===== src/rtl/pipe_stage_chain_pkg.sv =====
// Shared defaults and helpers for the pipeline-register chain.
// Imported by the interface, the stage register and the top.
package pipe_stage_chain_pkg;

    localparam int DEF_STAGES = 4;
    localparam int DEF_DATA_W = 32;
    localparam int DEF_TAG_W  = 5;
    localparam int DEF_CNT_W  = 16;

    // Register tag 0 is hard-wired, so it never forwards.
    localparam int TAG_ZERO = 0;

    function automatic int idx_w(input int stages);
        return (stages > 1) ? $clog2(stages) : 1;
    endfunction

endpackage


===== src/rtl/pipe_stage_chain_if.sv =====
// Producer-side and consumer-side handshake of the chain, bundled together.
// valid/ready: a transfer happens on a rising edge where valid and ready are both high; valid never depends on ready.
interface pipe_stage_chain_if
    import pipe_stage_chain_pkg::*;
#(
    parameter int DATA_W = DEF_DATA_W,
    parameter int TAG_W  = DEF_TAG_W
);
    logic              in_valid;
    logic              in_ready;
    logic [DATA_W-1:0] in_data;
    logic [TAG_W-1:0]  in_rd;
    logic              in_regwrite;

    logic              out_valid;
    logic              out_ready;
    logic [DATA_W-1:0] out_data;
    logic [TAG_W-1:0]  out_rd;
    logic              out_regwrite;

    modport slave (
        input  in_valid, in_data, in_rd, in_regwrite, out_ready,
        output in_ready, out_valid, out_data, out_rd, out_regwrite
    );

    modport master (
        output in_valid, in_data, in_rd, in_regwrite, out_ready,
        input  in_ready, out_valid, out_data, out_rd, out_regwrite
    );
endinterface


===== src/rtl/pipe_stage_reg.sv =====
// One pipeline stage: valid/data/rd/regwrite registers.
// Priority is flush > hold > load; a flush clears only the valid bit.
module pipe_stage_reg
    import pipe_stage_chain_pkg::*;
#(
    parameter int DATA_W = DEF_DATA_W,
    parameter int TAG_W  = DEF_TAG_W
) (
    input  logic              clk,
    input  logic              rst,
    input  logic              flush,
    input  logic              hold,
    input  logic              load_valid,
    input  logic [DATA_W-1:0] load_data,
    input  logic [TAG_W-1:0]  load_rd,
    input  logic              load_regwrite,
    output logic              valid,
    output logic [DATA_W-1:0] data,
    output logic [TAG_W-1:0]  rd,
    output logic              regwrite
);

    always_ff @(posedge clk) begin
        if (rst) begin
            valid    <= 1'b0;
            data     <= '0;
            rd       <= '0;
            regwrite <= 1'b0;
        end else if (flush) begin
            valid <= 1'b0;
        end else if (!hold) begin
            valid    <= load_valid;
            data     <= load_data;
            rd       <= load_rd;
            regwrite <= load_regwrite;
        end
    end

endmodule


===== src/rtl/pipe_stage_chain.sv =====
// Configurable-depth pipeline register chain with hold propagation,
// per-stage flush, youngest-first forwarding lookup and a stall counter.
module pipe_stage_chain
    import pipe_stage_chain_pkg::*;
#(
    parameter int STAGES = DEF_STAGES,
    parameter int DATA_W = DEF_DATA_W,
    parameter int TAG_W  = DEF_TAG_W,
    parameter int CNT_W  = DEF_CNT_W
) (
    input  logic                        clk,
    input  logic                        rst,
    pipe_stage_chain_if.slave           bus,
    input  logic [STAGES-1:0]           stall,
    input  logic [STAGES-1:0]           flush,
    input  logic [TAG_W-1:0]            q_a,
    input  logic [TAG_W-1:0]            q_b,
    output logic                        fwd_a_hit,
    output logic                        fwd_b_hit,
    output logic [DATA_W-1:0]           fwd_a_data,
    output logic [DATA_W-1:0]           fwd_b_data,
    output logic [idx_w(STAGES)-1:0]    fwd_a_stage,
    output logic [idx_w(STAGES)-1:0]    fwd_b_stage,
    output logic [CNT_W-1:0]            stall_cnt
);

    localparam int IDX_W = idx_w(STAGES);

    logic [STAGES-1:0] valid;
    logic [STAGES-1:0] regwrite;
    logic [STAGES-1:0] hold;
    logic [STAGES-1:0] load_valid;
    logic [DATA_W-1:0] data    [STAGES];
    logic [TAG_W-1:0]  rd      [STAGES];
    logic [DATA_W-1:0] ld_data [STAGES];
    logic [TAG_W-1:0]  ld_rd   [STAGES];
    logic [STAGES-1:0] ld_regwrite;
    logic              in_ready;

    // Hold ripples from the oldest stage back; an empty unstalled stage breaks it.
    always_comb begin
        hold = '0;
        hold[STAGES-1] = stall[STAGES-1] | (valid[STAGES-1] & ~bus.out_ready);
        for (int i = STAGES - 2; i >= 0; i--) begin
            hold[i] = stall[i] | (valid[i] & hold[i+1]);
        end
    end

    assign in_ready     = ~hold[0];
    assign bus.in_ready = in_ready;

    // A stage whose predecessor is held receives a bubble.
    always_comb begin
        load_valid    = '0;
        load_valid[0] = bus.in_valid & in_ready;
        for (int i = 1; i < STAGES; i++) begin
            load_valid[i] = valid[i-1] & ~hold[i-1];
        end
    end

    assign ld_data[0]     = bus.in_data;
    assign ld_rd[0]       = bus.in_rd;
    assign ld_regwrite[0] = bus.in_regwrite;

    for (genvar g = 1; g < STAGES; g++) begin : g_link
        assign ld_data[g]     = data[g-1];
        assign ld_rd[g]       = rd[g-1];
        assign ld_regwrite[g] = regwrite[g-1];
    end

    for (genvar g = 0; g < STAGES; g++) begin : g_stage
        pipe_stage_reg #(
            .DATA_W (DATA_W),
            .TAG_W  (TAG_W)
        ) u_stage (
            .clk           (clk),
            .rst           (rst),
            .flush         (flush[g]),
            .hold          (hold[g]),
            .load_valid    (load_valid[g]),
            .load_data     (ld_data[g]),
            .load_rd       (ld_rd[g]),
            .load_regwrite (ld_regwrite[g]),
            .valid         (valid[g]),
            .data          (data[g]),
            .rd            (rd[g]),
            .regwrite      (regwrite[g])
        );
    end

    assign bus.out_valid    = valid[STAGES-1];
    assign bus.out_data     = data[STAGES-1];
    assign bus.out_rd       = rd[STAGES-1];
    assign bus.out_regwrite = regwrite[STAGES-1];

    // Scan oldest to youngest so the youngest matching producer overwrites last.
    always_comb begin
        fwd_a_hit   = 1'b0;
        fwd_a_data  = '0;
        fwd_a_stage = '0;
        fwd_b_hit   = 1'b0;
        fwd_b_data  = '0;
        fwd_b_stage = '0;
        for (int i = STAGES - 1; i >= 0; i--) begin
            if (valid[i] && regwrite[i] && (rd[i] == q_a) && (q_a != TAG_W'(TAG_ZERO))) begin
                fwd_a_hit   = 1'b1;
                fwd_a_data  = data[i];
                fwd_a_stage = IDX_W'(i);
            end
            if (valid[i] && regwrite[i] && (rd[i] == q_b) && (q_b != TAG_W'(TAG_ZERO))) begin
                fwd_b_hit   = 1'b1;
                fwd_b_data  = data[i];
                fwd_b_stage = IDX_W'(i);
            end
        end
    end

    always_ff @(posedge clk) begin
        if (rst) begin
            stall_cnt <= '0;
        end else if (bus.in_valid && !in_ready && (stall_cnt != '1)) begin
            stall_cnt <= stall_cnt + 1'b1;
        end
    end

endmodule

===== src/flat_wrapper.sv =====
// flat-port wrapper written by rule: the top's interface ports become plain ports
module pipe_stage_chain_flat import pipe_stage_chain_pkg::*;
#(
    parameter int STAGES = DEF_STAGES,
    parameter int DATA_W = DEF_DATA_W,
    parameter int TAG_W  = DEF_TAG_W,
    parameter int CNT_W  = DEF_CNT_W
)
  (clk, rst, stall, flush, q_a, q_b, fwd_a_hit, fwd_b_hit, fwd_a_data, fwd_b_data, fwd_a_stage, fwd_b_stage, stall_cnt, bus_in_valid, bus_in_data, bus_in_rd, bus_in_regwrite, bus_out_ready, bus_in_ready, bus_out_valid, bus_out_data, bus_out_rd, bus_out_regwrite);
  pipe_stage_chain_if #(.DATA_W(DATA_W), .TAG_W(TAG_W)) bus_i ();
  input  logic clk;
  input  logic rst;
  input  logic [STAGES-1:0] stall;
  input  logic [STAGES-1:0] flush;
  input  logic [TAG_W-1:0] q_a;
  input  logic [TAG_W-1:0] q_b;
  output logic fwd_a_hit;
  output logic fwd_b_hit;
  output logic [DATA_W-1:0] fwd_a_data;
  output logic [DATA_W-1:0] fwd_b_data;
  output logic [idx_w(STAGES)-1:0] fwd_a_stage;
  output logic [idx_w(STAGES)-1:0] fwd_b_stage;
  output logic [CNT_W-1:0] stall_cnt;
  input wire logic [$bits(bus_i.in_valid)-1:0] bus_in_valid;
  input wire logic [$bits(bus_i.in_data)-1:0] bus_in_data;
  input wire logic [$bits(bus_i.in_rd)-1:0] bus_in_rd;
  input wire logic [$bits(bus_i.in_regwrite)-1:0] bus_in_regwrite;
  input wire logic [$bits(bus_i.out_ready)-1:0] bus_out_ready;
  output wire logic [$bits(bus_i.in_ready)-1:0] bus_in_ready;
  output wire logic [$bits(bus_i.out_valid)-1:0] bus_out_valid;
  output wire logic [$bits(bus_i.out_data)-1:0] bus_out_data;
  output wire logic [$bits(bus_i.out_rd)-1:0] bus_out_rd;
  output wire logic [$bits(bus_i.out_regwrite)-1:0] bus_out_regwrite;
  assign bus_i.in_valid = bus_in_valid;
  assign bus_i.in_data = bus_in_data;
  assign bus_i.in_rd = bus_in_rd;
  assign bus_i.in_regwrite = bus_in_regwrite;
  assign bus_i.out_ready = bus_out_ready;
  assign bus_in_ready = bus_i.in_ready;
  assign bus_out_valid = bus_i.out_valid;
  assign bus_out_data = bus_i.out_data;
  assign bus_out_rd = bus_i.out_rd;
  assign bus_out_regwrite = bus_i.out_regwrite;
  pipe_stage_chain #(.STAGES(STAGES), .DATA_W(DATA_W), .TAG_W(TAG_W), .CNT_W(CNT_W)) u_core (.clk(clk), .rst(rst), .bus(bus_i), .stall(stall), .flush(flush), .q_a(q_a), .q_b(q_b), .fwd_a_hit(fwd_a_hit), .fwd_b_hit(fwd_b_hit), .fwd_a_data(fwd_a_data), .fwd_b_data(fwd_b_data), .fwd_a_stage(fwd_a_stage), .fwd_b_stage(fwd_b_stage), .stall_cnt(stall_cnt));
endmodule

===== config.mk =====
export PLATFORM = sky130hd
export DESIGN_NAME = pipe_stage_chain_flat
export DESIGN_NICKNAME = d
export VERILOG_FILES = /design/src/rtl/pipe_stage_chain_pkg.sv /design/src/rtl/pipe_stage_chain_if.sv /design/src/rtl/pipe_stage_reg.sv /design/src/rtl/pipe_stage_chain.sv /design/src/flat_wrapper.sv
export SDC_FILE = /design/constraint.sdc
export NUM_CORES = 1
export LEC_CHECK = 0
export ABC_AREA = 1
export CAP_MARGIN = 10
export CORE_MARGIN = 1.5
export CORE_UTILIZATION = 45
export CTS_CLUSTER_DIAMETER = 50
export DETAILED_ROUTE_END_ITERATION = 7
export GPL_ROUTABILITY_DRIVEN = 0
export PLACE_DENSITY = 0.73
export SKIP_LAST_GASP = 1
export SYNTH_ARGS = -nofsm -noshare
export SYNTH_HDL_FRONTEND = slang
export SYNTH_SLANG_ARGS = --single-unit

===== constraint.sdc =====
create_clock -name clk -period 2.6 [get_ports clk]
set_input_delay 0.52 -clock clk [delete_from_list [all_inputs] [get_ports clk]]
set_output_delay 0.52 -clock clk [all_outputs]
set_load 0.02 [all_outputs]

==> results.cfg <==
[drt]
num_vias = 12788
drt_iter0_markers = 1787
wl_per_cell_um = 21.5
routed_wl_um = 45800
firstDrtPassIters = 6
detail-route-antenna-nets = 0
vias_per_cell = 5.99
drcViolationCount = 0

[clock_tree]
cts_buffers = 17
h-tree-depth = 4
cts_hold_buf = 0
cts_tree = done
clk-insertion-delay-late_ns = 0.44
clock-sinks = 172
clk_pin_slew_ns = 0.08
cts_root_buffer = clkbuf_16
clk_path_buf_depth = 2

[yosys]
ys_types = 34
ys.flop_type = dfxtp_1
syn_avg_cell_area_um2 = 6.23
netlist_instances = 1609
synth_largest_area_cell = dfxtp_1
synth_seq_cells = 172
synth_area_leaders = dfxtp_1 34%, nand2_1 19%, nand3_1 11%
async_flop_share = 0
synth_edf_count = 0
yosysSeqAreaShare = 0.344
yosysWarnings = 0
netlist.area_leader.share = 0.344
netlist_area_mm2 = 0.0100
syn_nets = 1670

[floorplanning]
io_pins = 186
rows = 54
fp.coreArea_mm2 = 0.0218
dieArea_mm2 = 0.0232
die_w_um = 152
initial_core_util = 0.459
die_h_um = 152

[power_and_ir_drop]
total_power_mw = 6.16
p_int_mw = 4.45
p_clk_frac = 0.425
p_leak_nw = 6.68
pwr-share-comb = 0.117
ir_worst_vdd_mv = 0.399
cellPowerDensity_mw_per_mm2 = 394
power.switching_mw = 1.71
swShare = 0.278
power_frac_seq = 0.459

[critical_path]
cp_max_fo = 8
crit_top_cell = nand2_1
start_kind = flop
crit_slowest_cell = dfxtp_4
cp-end-kind = primary output
crit_arrival_ns = 2.40
cpPeakStageDelay_ns = 0.39
crit_required_ns = 2.08
critPathKind = reg -> out
cp_cell_sequence = o22ai_2 > nor2_2 > nand3_2 > nor2_4 > buf_6 > buf_12 > buf_16 > a21oi_1 > nand2_1 > nand2_1 > nand2_1 > buf_6

[finish]
layout.cells.non_filler = 2134
area_growth_syn_to_layout_pct = 56.0
final_nets = 1903
design_area_mm2 = 0.0156
insertedDiodeCount = 0
n_fill_cell = 1586
final_cell_mix = 422 x nand2_1, 187 x a21oi_1, 152 x nand3_1, 149 x dfxtp_1, 134 x inv_1
drive_gt1_frac = 0.298
layout_commonest_cell = nand2_1

[timing]
drv_slew = 0
fin_ws_ns = -0.320
worstMarginPinSlew_ns = 0.497
fmax_mhz = 342
clock_skew_ns = 0.0149
finalHoldViolations = 0
max_slew_margin = 0.669
period_minus_slack_ns = 2.92
grt_setup_unrepaired = true
setup-violations-final = 69
fin_crit_sh = 1.12
tns_ns = -9.12
hold-worst-slack_ns = 0.475

[place]
hpwl_um = 22800
dpl.cell_count = 2018
placed_cell_area_mm2 = 0.0124
port_buffers = 185

[global_route]
antenna_found_initial = 0
grt_pass1_wl_um = 65600
grt_pass1_vias = 12017
grt.total_usage = 0.355
grt_max_degree = 65
grt_overflow_total = 0

[run_status]
violations = negative setup slack
outcome = complete, but fails checks

[run]
maxCapViolations = 0

[min_path]
worstHoldPathType = in -> reg
[synth_stat cells, types with 2 or more instances]
cell and number:
buf_1 7, nor2_4 2, xor2_1 8, a21oi_1 203
buf_2 41, nor2_1 29, buf_6 6, nand2_2 3
nand3_1 223, clkbuf_1 51, inv_2 7, o22ai_1 8
buf_4 36, nor3_4 2, inv_1 145, o21ai_0 85
dfxtp_1 172, nand2_1 518, nand4_1 21, xnor2_1 15
clkinv_1 5, nor3_1 10
[metrics by stage]
stage                util  worst slack (ns)
floorplan               -             0.196
global placement    0.569            -0.852
detailed placement  0.569            -0.901
CTS                 0.676            -0.169
global route        0.716            -0.378
finish              0.716            -0.320
[metal layers]
metal,GRT usage,vias up,wire (µm)
li1,-,5660,-
met1,0.429,5825,16000
met2,0.572,1027,20600
met3,0.0902,274,5940
met4,0.206,2,3200
met5,0,-,13
[critical path, delay by kind of cell (launching register included)]
| family | cells | cell delay [ns] |
|---|---|---|
| flip-flops | 1 | 0.39 |
| AO/OA/AOI/OAI | 2 | 0.17 |
| buffers and inverters | 4 | 0.56 |
| AND/OR/NAND/NOR | 6 | 0.84 |
[cells by family (layout without fill, tap and decap cells)]
kind of cell	Yosys count	after routing	synth area share
adders and majority gates	1	1	0.00125
AOI/OAI and AO/OA	300	300	0.152
xor gates and xnor gates	23	23	0.0201
buffers and inverters	299	544	0.135
DFF	172	172	0.344
and+or+nand+nor	814	814	0.348
[power by group through the flow]
stage	Combinational (mW)	Sequential, mW	Clock (mW)
2_1_floorplan	0.338	2.85	0
3_3_place_gp	0.615	2.87	0
3_5_place_dp	0.626	2.87	0
4_1_cts	0.655	2.81	2.60
5_1_grt	0.763	2.83	2.72
6_report	0.719	2.83	2.62
[timing repair]
item,in CTS,in global routing
buffers inserted,41,17
hold endpoints to repair,0,0
gates cloned,26,10
setup endpoints to repair,71,71
gates resized for setup,636,216
pin swaps,107,133
[path summary, 6_finish.rpt]
kind	from	endpoint	slack, ns	cells after the start
worst max-delay path	u_core.g_stage[1].u_stage.rd[0]	fwd_b_data[23]	-0.32	12
worst min-delay path	rst	u_core.g_stage[3].u_stage.data[14]	0.48	2
worst max register to register	u_core.g_stage[3].u_stage.valid	u_core.g_stage[0].u_stage.rd[1]	0.36	15
worst min register to register	u_core.g_stage[1].u_stage.data[3]	u_core.g_stage[1].u_stage.data[3]	0.49	2
[final cells by class]
type,count,area (µm²),area share
repair buffers,356,4360,0.279
multi-input cells,1138,6210,0.397
clock buffers,18,439,0.0281
clock inverters,13,143,0.00913
well taps,280,350,0.0224
inverters,157,628,0.0402
flip-flops and latches,172,3500,0.224
[flip-flops by register name, summed over array words and instances, names as in the netlist]
name / flops
u_core.g_stage.u_stage.valid: 4
u_core.g_stage.u_stage.data: 128
u_core.g_stage.u_stage.regwrite: 4
u_core.stall_cnt: 16
u_core.g_stage.u_stage.rd: 20
(Power assumes the default switching activity.)
